==> config.mk <==
export PLATFORM = sky130hd
export DESIGN_NAME = remote_comm_flat
export DESIGN_NICKNAME = d
export VERILOG_FILES = /design/src/rtl/remote_comm_if.sv /design/src/rtl/remote_comm.sv /design/src/flat_wrapper.sv
export SDC_FILE = /design/constraint.sdc
export NUM_CORES = 1
export LEC_CHECK = 0
export CAP_MARGIN = 5
export CELL_PAD_IN_SITES_DETAIL_PLACEMENT = 0
export CELL_PAD_IN_SITES_GLOBAL_PLACEMENT = 1
export CORE_MARGIN = 2
export CORE_UTILIZATION = 25
export DETAILED_ROUTE_END_ITERATION = 8
export PLACE_DENSITY_LB_ADDON = 0.1
export SETUP_SLACK_MARGIN = 0.2
export SLEW_MARGIN = 20
export SYNTH_ARGS = -nofsm -noshare
export SYNTH_HDL_FRONTEND = slang
export SYNTH_SLANG_ARGS = --single-unit
==> constraint.sdc <==
create_clock -name clk -period 3.2 [get_ports clk]
set_input_delay 0.64 -clock clk [delete_from_list [all_inputs] [get_ports clk]]
set_output_delay 0.64 -clock clk [all_outputs]
set_load 0.02 [all_outputs]
==> src/rtl/remote_comm_if.sv <==
`default_nettype none
// ============================================================================
// Module      : remote_comm_if
// Description : Host-side command/response bundle for remote_comm.
// Revision    : 1.0 - initial release
// ============================================================================
interface remote_comm_if;
    logic [7:0]  cmd;
    logic [15:0] data;
    logic        send_cmd;
    logic        cmd_sent;
    logic [7:0]  resp;
    logic        resp_rdy;
    logic        clr_resp_rdy;

    modport master (
        output cmd, data, send_cmd, clr_resp_rdy,
        input  cmd_sent, resp, resp_rdy
    );

    modport slave (
        input  cmd, data, send_cmd, clr_resp_rdy,
        output cmd_sent, resp, resp_rdy
    );
endinterface
`default_nettype wire

==> src/rtl/remote_comm.sv <==
`default_nettype none
// ============================================================================
// Module      : remote_comm
// Description : 8N1 UART link: sends a 3-byte command frame, receives responses.
// Revision    : 1.0 - initial release
// ============================================================================
module remote_comm #(
    parameter int BAUD_DIV = 2604
) (
    input  logic         clk,
    input  logic         rst_n,
    input  logic         RX,
    output logic         TX,
    remote_comm_if.slave host
);
    localparam int c_tx_w = (BAUD_DIV > 1) ? $clog2(BAUD_DIV) : 1;
    localparam int c_rx_w = $clog2(BAUD_DIV + BAUD_DIV / 2 + 1);
    localparam logic [c_tx_w-1:0] c_tx_last  = c_tx_w'(BAUD_DIV - 1);
    localparam logic [c_rx_w-1:0] c_rx_first = c_rx_w'(BAUD_DIV + BAUD_DIV / 2 - 1);
    localparam logic [c_rx_w-1:0] c_rx_bit   = c_rx_w'(BAUD_DIV - 1);

    typedef enum logic [1:0] {
        IDLE = 2'd0,
        CMD  = 2'd1,
        HIGH = 2'd2,
        LOW  = 2'd3
    } seq_state_e;

    seq_state_e        state_q, state_d;
    logic [15:0]       data_q, data_d;
    logic [8:0]        tx_shift_q, tx_shift_d;
    logic [c_tx_w-1:0] tx_baud_q, tx_baud_d;
    logic [3:0]        tx_bit_q, tx_bit_d;
    logic              tx_q, tx_d;
    logic              cmd_sent_q, cmd_sent_d;

    logic              rx_meta_q, rx_meta_d;
    logic              rx_sync_q, rx_sync_d;
    logic              rx_busy_q, rx_busy_d;
    logic [c_rx_w-1:0] rx_cnt_q, rx_cnt_d;
    logic [3:0]        rx_bit_q, rx_bit_d;
    logic [7:0]        rx_shift_q, rx_shift_d;
    logic [7:0]        resp_q, resp_d;
    logic              resp_rdy_q, resp_rdy_d;

    // Transmit sequencer: bit 0 is the start bit, 1..8 data, 9 the stop bit.
    always_comb begin
        state_d    = state_q;
        data_d     = data_q;
        tx_shift_d = tx_shift_q;
        tx_baud_d  = tx_baud_q;
        tx_bit_d   = tx_bit_q;
        tx_d       = tx_q;
        cmd_sent_d = cmd_sent_q;
        if (state_q == IDLE) begin
            if (host.send_cmd) begin
                state_d    = CMD;
                data_d     = host.data;
                tx_shift_d = {1'b1, host.cmd};
                tx_baud_d  = '0;
                tx_bit_d   = 4'd0;
                tx_d       = 1'b0;
                cmd_sent_d = 1'b0;
            end
        end else if (tx_baud_q == c_tx_last) begin
            tx_baud_d = '0;
            if (tx_bit_q == 4'd9) begin
                tx_bit_d = 4'd0;
                tx_d     = 1'b0;
                case (state_q)
                    CMD: begin
                        state_d    = HIGH;
                        tx_shift_d = {1'b1, data_q[15:8]};
                    end
                    HIGH: begin
                        state_d    = LOW;
                        tx_shift_d = {1'b1, data_q[7:0]};
                    end
                    default: begin
                        state_d    = IDLE;
                        tx_d       = 1'b1;
                        cmd_sent_d = 1'b1;
                    end
                endcase
            end else begin
                tx_bit_d   = tx_bit_q + 4'd1;
                tx_d       = tx_shift_q[0];
                tx_shift_d = {1'b1, tx_shift_q[8:1]};
            end
        end else begin
            tx_baud_d = tx_baud_q + 1'b1;
        end
    end

    // Receiver: first sample lands mid-bit-0, the ninth sample is the stop bit.
    always_comb begin
        rx_meta_d  = RX;
        rx_sync_d  = rx_meta_q;
        rx_busy_d  = rx_busy_q;
        rx_cnt_d   = rx_cnt_q;
        rx_bit_d   = rx_bit_q;
        rx_shift_d = rx_shift_q;
        resp_d     = resp_q;
        resp_rdy_d = host.clr_resp_rdy ? 1'b0 : resp_rdy_q;
        if (!rx_busy_q) begin
            if (!rx_sync_q) begin
                rx_busy_d  = 1'b1;
                rx_cnt_d   = c_rx_first;
                rx_bit_d   = 4'd0;
                resp_rdy_d = 1'b0;
            end
        end else if (rx_cnt_q == '0) begin
            rx_cnt_d = c_rx_bit;
            if (rx_bit_q == 4'd8) begin
                rx_busy_d  = 1'b0;
                resp_d     = rx_shift_q;
                resp_rdy_d = 1'b1;
            end else begin
                rx_shift_d = {rx_sync_q, rx_shift_q[7:1]};
                rx_bit_d   = rx_bit_q + 4'd1;
            end
        end else begin
            rx_cnt_d = rx_cnt_q - 1'b1;
        end
    end

    always_ff @(posedge clk) begin
        if (!rst_n) begin
            state_q    <= IDLE;
            data_q     <= '0;
            tx_shift_q <= '1;
            tx_baud_q  <= '0;
            tx_bit_q   <= '0;
            tx_q       <= 1'b1;
            cmd_sent_q <= 1'b0;
            rx_meta_q  <= 1'b1;
            rx_sync_q  <= 1'b1;
            rx_busy_q  <= 1'b0;
            rx_cnt_q   <= '0;
            rx_bit_q   <= '0;
            rx_shift_q <= '0;
            resp_q     <= '0;
            resp_rdy_q <= 1'b0;
        end else begin
            state_q    <= state_d;
            data_q     <= data_d;
            tx_shift_q <= tx_shift_d;
            tx_baud_q  <= tx_baud_d;
            tx_bit_q   <= tx_bit_d;
            tx_q       <= tx_d;
            cmd_sent_q <= cmd_sent_d;
            rx_meta_q  <= rx_meta_d;
            rx_sync_q  <= rx_sync_d;
            rx_busy_q  <= rx_busy_d;
            rx_cnt_q   <= rx_cnt_d;
            rx_bit_q   <= rx_bit_d;
            rx_shift_q <= rx_shift_d;
            resp_q     <= resp_d;
            resp_rdy_q <= resp_rdy_d;
        end
    end

    assign TX            = tx_q;
    assign host.cmd_sent = cmd_sent_q;
    assign host.resp     = resp_q;
    assign host.resp_rdy = resp_rdy_q;
endmodule
`default_nettype wire

==> src/flat_wrapper.sv <==
// flat-port wrapper written by rule: the top's interface ports become plain ports
module remote_comm_flat 
#(
    parameter int BAUD_DIV = 2604
)
  (clk, rst_n, RX, TX, host_cmd, host_data, host_send_cmd, host_clr_resp_rdy, host_cmd_sent, host_resp, host_resp_rdy);
  remote_comm_if host_i ();
  input  logic clk;
  input  logic rst_n;
  input  logic RX;
  output logic TX;
  input wire logic [$bits(host_i.cmd)-1:0] host_cmd;
  input wire logic [$bits(host_i.data)-1:0] host_data;
  input wire logic [$bits(host_i.send_cmd)-1:0] host_send_cmd;
  input wire logic [$bits(host_i.clr_resp_rdy)-1:0] host_clr_resp_rdy;
  output wire logic [$bits(host_i.cmd_sent)-1:0] host_cmd_sent;
  output wire logic [$bits(host_i.resp)-1:0] host_resp;
  output wire logic [$bits(host_i.resp_rdy)-1:0] host_resp_rdy;
  assign host_i.cmd = host_cmd;
  assign host_i.data = host_data;
  assign host_i.send_cmd = host_send_cmd;
  assign host_i.clr_resp_rdy = host_clr_resp_rdy;
  assign host_cmd_sent = host_i.cmd_sent;
  assign host_resp = host_i.resp;
  assign host_resp_rdy = host_i.resp_rdy;
  remote_comm #(.BAUD_DIV(BAUD_DIV)) u_core (.clk(clk), .rst_n(rst_n), .RX(RX), .TX(TX), .host(host_i));
endmodule
==> results of run 1 <==
[routing by layer]
layer  GRT usage  wire, um  up-vias
met5           0         0        -
met4      0.0465       140        0
met3      0.0270       328       10
met2       0.180      4020       52
met1       0.173      4950     1516
li1            -         -     1677
[metrics by stage]
stage / hold slack, ps / total power (uW) / cell area (um2) / setup slack [ps]
floorplan: 386 / 1330 / 3750 / 1070
global placement: 392 / 1450 / 4320 / 698
detailed placement: 391 / 1450 / 4320 / 733
CTS: 406 / 2430 / 4590 / 713
global route: 421 / 2520 / 4600 / 483
finish: 404 / 2380 / 4600 / 728
[power groups by stage]
| stage | sequential [uW] | combinational (uW) | clock [uW] |
|---|---|---|---|
| finish | 1070 | 348 | 959 |
| CTS | 1070 | 355 | 996 |
| floorplan | 1090 | 244 | 0 |
| detailed placement | 1100 | 353 | 0 |
| global placement | 1100 | 354 | 0 |
| global route | 1080 | 396 | 1050 |
[flip-flops by register name (all words and copies together), names as in the netlist, 4 cells and up]
register	cells
u_core.host.resp	8
u_core.data_q	16
u_core.rx_bit_q	4
u_core.rx_shift_q	8
u_core.tx_bit_q	4
u_core.tx_baud_q	12
u_core.rx_cnt_q	12
u_core.tx_shift_q	8
[final cells by class]
cell class                      instances  share of cell area
Clock buffer                           10              0.0520
Clock inverter                          5             0.00735
Inverter                               11             0.00898
Multi-Input combinational cell        345               0.436
Sequential cell                        80               0.348
Tap cell                              184              0.0501
Timing Repair Buffer                   47              0.0969
[layout by cell type (no fill, tap or decap), types with 4 or more instances in the layout]
cell type and n:
nand2_1 98, dfxtp_1 80, clkdlybuf4s50_1 38, o21ai_0 33, nor2_1 29, nand3_1 20
a21boi_0 19, a21oi_1 18, mux2i_1 11, and3_1 11, inv_1 9, ha_1 9
clkbuf_16 9, o211ai_1 8, nor3_1 8, buf_4 8, nor2b_1 7, nand3b_1 6
or4_1 5, nand2b_1 5, o21ai_1 4, xor2_1 4, a31oi_1 4
[worst paths after layout]
path | endpoint | startpoint | cells after the start | slack (ps)
max | u_core.tx_shift_q[0] | u_core.tx_baud_q[9] | 5 | 730
min | u_core.rx_sync_q | u_core.rx_meta_q | 1 | 400
max reg2reg | u_core.tx_shift_q[0] | u_core.tx_baud_q[9] | 5 | 730
min reg2reg | u_core.rx_sync_q | u_core.rx_meta_q | 1 | 400
[cells by family (layout without fill, tap and decap cells)]
family / count (synthesis) / after routing
and+or+nand+nor: 212 / 212
AOI/OAI and AO/OA: 107 / 107
DFF: 80 / 80
buffers and inverters: 38 / 73
muxes: 12 / 12
adders and majority gates: 9 / 9
xor gates and xnor gates: 5 / 5
[critical path: stages (launching register included)]
cell,delay (ps)
dfxtp_1,420
or4b_4,530
or4_1,570
o21ai_2,480
and3_1,250
o21ai_0,70
==> results.py, run 1 <==
metrics = {
    "layout": {
        "final_layout_size_suffix_gt1_frac": 0.0723,
        "fill_cells": 1532,
        "syn_to_final_growth_pct": 22.5,
        "seqCellArea_mm2": 0.00160,
        "num-nets-final": 532,
        "layout.cells.non_filler": 682,
        "multi_input_area_mm2": 0.00201,
        "diodes": 0,
        "final_util": 0.315,
    },
    "sta": {
        "fin_crit_sh": 0.773,
        "setup_viol": 0,
        "slew_viol_final": 0,
        "final_hold_viol_count": 0,
        "rsz0062_at_grt": "no",
        "fmax_mhz": 405,
        "maxSlewHeadroom": 0.517,
        "skew_ps": 7.89,
        "worst_pin_slew_ps": 723,
        "fin_crit_ps": 2470,
        "finalSetupTns_ps": 0,
    },
    "pwr": {
        "clockPowerShare": 0.403,
        "p_sw_uw": 648,
        "seqPwrFrac": 0.451,
        "switching_share": 0.272,
        "p_comb_frac": 0.146,
        "p_per_area_mw_per_mm2": 518,
        "cellLeakagePower_uw": 0.00162,
        "irDropWorstVdd_mv": 0.223,
        "power.internal_uw": 1730,
    },
    "critical_path": {
        "crit_required_ps": 3390,
        "path_class": "reg -> reg",
        "crit_path_max_fanout": 15,
        "arrival_ps": 2660,
        "end_kind": "register",
        "start_kind": "register",
    },
    "synth": {
        "synth_top_family_by_area": "simple AND/OR/NAND/NOR gates",
        "synth-edff-count": 0,
        "postSynth.asyncResetShare": 0,
        "synth-xor-area-share": 0.0117,
        "synth_top_area_frac": 0.427,
        "netlist_instances": 463,
        "ys_top_cells_by_count": "98 x nand2_1, 80 x dfxtp_1, 33 x o21ai_0",
        "synth-simple-area-share": 0.278,
        "ys_warn_count": 0,
        "synth_seq_cells": 80,
        "yosysSeqAreaShare": 0.427,
        "yosysMostFrequentCell": "nand2_1",
        "netlist_top_cells_area": "dfxtp_1 43%, nand2_1 9.8%, o21ai_0 4.4%, a21boi_0 3.8%, ha_1 3.0%",
        "synth_area_per_cell_um2": 8.10,
        "synthMuxAreaShare": 0.0323,
        "synth_compound_area_frac": 0.181,
        "yosys.area.top_type": "dfxtp_1",
        "syn_nets": 501,
        "synth_cell_types": 55,
        "netlist_area_mm2": 0.00375,
        "synthAdderAreaFrac": 0.0300,
        "yosys_most_used_dff": "dfxtp_1",
    },
    "run": {
        "cap_violations": 0,
    },
    "cts": {
        "ctsHoldBuffers": 0,
        "ctsRootBufferMaster": "clkbuf_16",
        "cts_buffers": 9,
        "clock_latency_ps": 340,
        "clockBufferDepth": 2,
        "clkTransAtPathRegs_ps": 70,
        "post_cts_resized": 0,
        "cts_tree": "yes",
        "htree_levels": 3,
        "cts.sinks": 80,
        "postCtsSetupBuffers": 0,
    },
    "routing": {
        "wl_per_cell_um": 13.8,
        "vias": 3255,
        "firstDrtPassIters": 6,
        "vias_per_cell": 4.77,
        "drc_errors": 0,
        "antenna_left": 0,
        "wl_um": 9440,
        "drtIter0Drc": 130,
    },
    "die": {
        "die-width_um": 127,
        "die_h_um": 127,
        "pin_count": 40,
        "initial_utilization": 0.257,
        "coreArea_mm2": 0.0146,
        "rows": 44,
        "fp.dieArea_mm2": 0.0160,
    },
    "grt": {
        "grt-ovfl-total": 0,
        "grt.total_usage": 0.122,
        "grt_pass1_wl_um": 15800,
        "grt_antenna_before_repair": 0,
        "grt_pass1_vias": 3084,
        "grt_max_degree": 62,
    },
    "placed_design": {
        "placedCellCount": 667,
        "place_congestion": 0.748,
        "io_buffer_count": 39,
        "dp.final_hpwl_um": 6340,
    },
    "outcome": {
        "outcome": "finished, final reports clean",
    },
    "hold_path": {
        "min_path_type": "reg -> reg",
    },
}
(Power assumes the default switching activity.)
==> run 2: changes to the inputs <==
==> constraint.sdc (replaced) <==
create_clock -name clk -period 2.2 [get_ports clk]
set_input_delay 0.44 -clock clk [delete_from_list [all_inputs] [get_ports clk]]
set_output_delay 0.44 -clock clk [all_outputs]
set_load 0.02 [all_outputs]
==> run 2 against run 1 <==
  * Worst setup slack got worse by 550 ps
  * Maximum frequency grew 22%
  * Core utilization increased by 3.2 points
  * First-iteration DRC count is 19% lower
  * Largest cell class unchanged
  * Non-clock buffer count increased by 31
  * Combinational power is 84% higher
  * Largest power group is now the clock network
  * Global-route usage grew 0.32 points
==> results.py, run 2 (synthesis results as in run 1) <==
metrics = {
    "sta": {
        "skew_ps": 6.30,
        "fmax_mhz": 494,
        "fin_crit_ps": 2030,
        "hold_ws_ps": 419,
        "fin_crit_sh": 0.921,
        "setup_viol": 0,
        "finalSetupTns_ps": 0,
        "rsz0062_at_grt": "yes",
        "final_hold_viol_count": 0,
        "worst_pin_slew_ps": 575,
        "maxSlewHeadroom": 0.614,
        "slew_viol_final": 0,
    },
    "routing": {
        "wl_um": 9970,
        "vias": 3354,
        "wl_per_cell_um": 13.9,
        "firstDrtPassIters": 4,
        "drtIter0Drc": 105,
        "drc_errors": 0,
        "vias_per_cell": 4.69,
        "antenna_left": 0,
    },
    "placed_design": {
        "io_buffer_count": 39,
        "placedCellCount": 685,
        "place_congestion": 0.740,
        "placed_area_mm2": 0.00447,
        "dp.final_hpwl_um": 6730,
    },
    "layout": {
        "num-nets-final": 564,
        "multi_input_area_mm2": 0.00214,
        "fin_area_mm2": 0.00506,
        "largest_register": "u_core.data_q",
        "seqCellArea_mm2": 0.00161,
        "fill_cells": 1489,
        "largest_registers": "u_core.data_q (16), u_core.rx_cnt_q (12), u_core.tx_baud_q (12)",
        "final_cell_mix": "92 x nand2_1, 74 x dfxtp_1, 38 x clkdlybuf4s50_1",
        "layout.cells.non_filler": 715,
        "final_common_cell": "nand2_1",
        "syn_to_final_growth_pct": 34.8,
        "largest_reg_flops": 16,
        "final_layout_size_suffix_gt1_frac": 0.183,
        "diodes": 0,
    },
    "outcome": {
        "outcome": "finished, final reports clean",
    },
    "die": {
        "fp.dieArea_mm2": 0.0160,
        "die_h_um": 127,
        "coreArea_mm2": 0.0146,
        "initial_utilization": 0.257,
        "pin_count": 40,
        "rows": 44,
        "die-width_um": 127,
    },
    "cts": {
        "clockBufferDepth": 2,
        "clkTransAtPathRegs_ps": 60,
        "ctsRootBufferMaster": "clkbuf_16",
        "clock_latency_ps": 340,
        "cts_tree": "yes",
        "cts.sinks": 80,
        "cts_buffers": 9,
        "htree_levels": 3,
    },
    "pwr": {
        "p_per_area_mw_per_mm2": 766,
        "irDropWorstVdd_mv": 0.276,
        "cellLeakagePower_uw": 0.00182,
        "power_uw": 3880,
    },
    "grt": {
        "grt-ovfl-total": 0,
        "grt_pass1_vias": 3228,
        "grt_antenna_before_repair": 0,
        "grt_pass1_wl_um": 16300,
        "grt_max_degree": 51,
        "grt.total_usage": 0.125,
    },
    "critical_path": {
        "worstPathCellList": "or4b_4, or4_4, o21ai_4, buf_6, and3_4, o21ai_2",
        "end_kind": "register",
        "slowest_stage": "or4b_4",
        "path_class": "reg -> reg",
        "cp_slowest_stage_delay_ps": 530,
        "crit_required_ps": 2430,
        "start_kind": "register",
        "crit_path_max_fanout": 5,
        "arrival_ps": 2250,
    },
    "run": {
        "cap_violations": 0,
    },
    "hold_path": {
        "min_path_type": "reg -> reg",
    },
}
run 2: per-layer routing:
layer | routed length [um] | vias to the layer above | GRT usage
met1 | 5100 | 1563 | 0.172
met3 | 344 | 8 | 0.0299
met5 | 0 | - | 0
li1 | - | 1741 | -
met2 | 4420 | 42 | 0.192
met4 | 100 | 0 | 0.0427
run 2: worst paths after layout:
check                       from  slack (ps)                    to  cells past startpoint
max reg2reg  u_core.tx_baud_q[7]         170  u_core.tx_shift_q[2]                      6
min reg2reg     u_core.rx_meta_q         420      u_core.rx_sync_q                      1
max          u_core.tx_baud_q[7]         170  u_core.tx_shift_q[2]                      6
min             u_core.rx_meta_q         420      u_core.rx_sync_q                      1
run 2: worst max-delay path, delay by kind of cell, from the launching register on:
family	cells	cell delay, ps
DFF	1	340
and+or+nand+nor	3	1170
AOI/OAI and AO/OA	2	250
buffers and inverters	1	140
run 2: timing repair:
| action | CTS | global route |
|---|---|---|
| setup buffers | 5 | 7 |
| setup endpoints to repair | 14 | 46 |
| gates resized for setup | 2 | 46 |
| pin swaps | 1 | 14 |
| hold buffers | 0 | 0 |
| cloned | 0 | 2 |
run 2: cell type report:
class                           instances  share of cell area
Inverter                               11             0.00816
Clock inverter                          2              0.0119
Multi-Input combinational cell        346               0.423
Timing Repair Buffer                   78               0.139
Clock buffer                           14              0.0542
Tap cell                              184              0.0455
Sequential cell                        80               0.319
run 2: where the power goes:
| part | switching, uW | internal, uW |
|---|---|---|
| Sequential | 47.2 | 1520 |
| Clock | 580 | 1090 |
| Combinational | 335 | 307 |
| Total | 962 | 2910 |
run 2: through the flow:
| step | worst slack [ps] | utilization |
|---|---|---|
| 2_1_floorplan | 175 | - |
| 5_1_grt | 125 | 0.347 |
| 3_3_place_gp | 114 | 0.306 |
| 3_5_place_dp | 88.9 | 0.306 |
| 4_1_cts | 180 | 0.332 |
| 6_report | 174 | 0.347 |
==> run 3: changes to the inputs <==
--- a/config.mk
+++ b/config.mk
@@ -8,8 +8,7 @@
 export CAP_MARGIN = 5
 export CELL_PAD_IN_SITES_DETAIL_PLACEMENT = 0
 export CELL_PAD_IN_SITES_GLOBAL_PLACEMENT = 1
-export CORE_MARGIN = 2
-export CORE_UTILIZATION = 25
+export CORE_UTILIZATION = 38
 export DETAILED_ROUTE_END_ITERATION = 8
 export PLACE_DENSITY_LB_ADDON = 0.1
 export SETUP_SLACK_MARGIN = 0.2
==> run 3 against run 2 <==
  * Routed wire length shrank 8.8%
  * Die area fell by 36%
  * Count of clock-buffer cells in the layout is 3 lower
  * Global-route usage increased by 5.6 points
  * Sequential cell count unchanged
  * Combinational power down 4.4%
  * Power shrank 9.5%
  * Critical path depth did not move
  * Clock power is 20% lower
  * Largest power group is now sequential cells
==> results.py, run 3 (synthesis results as in run 1) <==
metrics = {
    "critical_path": {
        "r2r-start": "u_core.tx_baud_q[7]",
        "start_kind": "register",
        "cp_slowest_stage_delay_ps": 530,
        "reg2reg_slack_ps": 160,
        "end_kind": "register",
        "path_class": "reg -> reg",
        "timing.rr.end": "u_core.tx_shift_q[1]",
        "worstPathCellList": "or4b_4, or4_4, o21ai_4, buf_6, and3_4, o21ai_2",
        "crit_path_max_fanout": 5,
        "arrival_ps": 2260,
        "crit_required_ps": 2420,
        "reg2reg_depth": 6,
        "crit_family": "simple AND/OR/NAND/NOR gates",
        "crit_buf_inv": 1,
        "slowest_stage": "or4b_4",
    },
    "layout": {
        "final_cell_mix": "90 x nand2_1, 74 x dfxtp_1, 38 x clkdlybuf4s50_1",
        "diodes": 0,
        "final_layout_size_suffix_gt1_frac": 0.182,
        "num-nets-final": 554,
        "final_common_cell": "nand2_1",
        "largest_registers": "u_core.data_q (16), u_core.rx_cnt_q (12), u_core.tx_baud_q (12)",
        "largest_register": "u_core.data_q",
        "largest_reg_flops": 16,
        "syn_to_final_growth_pct": 29.8,
    },
    "sta": {
        "hold_ws_ps": 386,
        "slew_viol_final": 0,
        "fin_crit_sh": 0.926,
        "maxSlewHeadroom": 0.561,
        "fmax_mhz": 491,
        "rsz0062_at_grt": "yes",
        "finalSetupTns_ps": 0,
        "fin_crit_ps": 2040,
        "setup_viol": 0,
        "worst_pin_slew_ps": 659,
        "final_hold_viol_count": 0,
        "skew_ps": 16.3,
    },
    "hold_path": {
        "holdPathStages": 2,
        "whs_endpoint": "u_core.tx_shift_q[4]",
        "min_path_type": "in -> reg",
        "min-delay-start": "rst_n",
    },
    "cts": {
        "cts_tree": "yes",
        "cts_buffers": 9,
        "clkTransAtPathRegs_ps": 90,
        "htree_levels": 3,
        "ctsHoldBuffers": 0,
        "clock_latency_ps": 360,
        "ctsRootBufferMaster": "clkbuf_8",
        "clockBufferDepth": 2,
        "cts.sinks": 80,
    },
    "grt": {
        "grt.total_usage": 0.181,
        "grt-ovfl-total": 0,
        "grt_pass1_vias": 3121,
        "grt_antenna_before_repair": 0,
        "grt_pass1_wl_um": 14600,
        "grt_max_degree": 55,
    },
    "placed_design": {
        "io_buffer_count": 39,
        "dp.final_hpwl_um": 5850,
        "place_congestion": 0.799,
    },
    "routing": {
        "drtIter0Drc": 111,
        "drc_errors": 0,
        "wl_per_cell_um": 14.0,
        "vias_per_cell": 5.21,
        "wl_um": 9090,
        "vias": 3385,
        "firstDrtPassIters": 4,
        "antenna_left": 0,
    },
    "die": {
        "die_h_um": 101,
        "die-width_um": 101,
        "pin_count": 40,
        "rows": 35,
        "coreArea_mm2": 0.00942,
        "fp.dieArea_mm2": 0.0103,
        "initial_utilization": 0.399,
    },
    "outcome": {
        "outcome": "finished, final reports clean",
    },
    "pwr": {
        "irDropWorstVdd_mv": 0.294,
        "p_per_area_mw_per_mm2": 720,
        "cellLeakagePower_uw": 0.00174,
    },
    "run": {
        "cap_violations": 0,
    },
}
## run 3: power by group
part,switching (uW),total (uW),internal (uW)
sequential,47.1,1560,1520
combinational,329,614,285
clock,546,1330,786
## run 3: cell type report
class                      instances  area, um2
clock buffer                      11        141
clock inverter                     5        104
fill                             911       4540
inverter                          11       46.3
multi-input combinational        346       2180
sequential                        80       1620
tap                              129        161
timing repair buffer              68        622
## run 3: metal layers
metal	track usage	wire (um)	up-vias
li1	-	-	1723
met1	0.256	4680	1599
met2	0.272	4040	56
met3	0.0352	285	7
met4	0.0680	85	0
met5	0	0	-
## run 3: how the worst max path moves through the flow
stage	startpoint	endpoint	slack, ps	cells past startpoint
6_report	u_core.tx_baud_q[7]	u_core.tx_shift_q[1]	160	6
5_1_grt	u_core.rx_cnt_q[1]	u_core.rx_shift_q[2]	80	8
4_1_cts	u_core.tx_baud_q[7]	u_core.tx_shift_q[1]	140	6
3_5_place_dp	u_core.tx_baud_q[7]	u_core.tx_shift_q[0]	60	5
3_3_place_gp	u_core.tx_baud_q[7]	u_core.tx_shift_q[3]	110	5
2_1_floorplan	u_core.tx_baud_q[7]	u_core.tx_shift_q[5]	170	7
## run 3: stage by stage
step	power (uW)	setup slack, ps	instance area (um2)	util	cells
2_1_floorplan	1950	175	3790	-	463
3_3_place_gp	2120	110	4350	0.462	623
3_5_place_dp	2120	61.4	4350	0.462	623
4_1_cts	3490	143	4660	0.495	645
5_1_grt	3680	76.7	4870	0.517	650
6_report	3510	163	4870	0.517	650
## run 3: what timing repair did
action                     CTS  global route
cloned                       1             1
pin swaps                    1            15
setup endpoints to repair   29            45
setup buffers                5             4
gates resized for setup      6            56
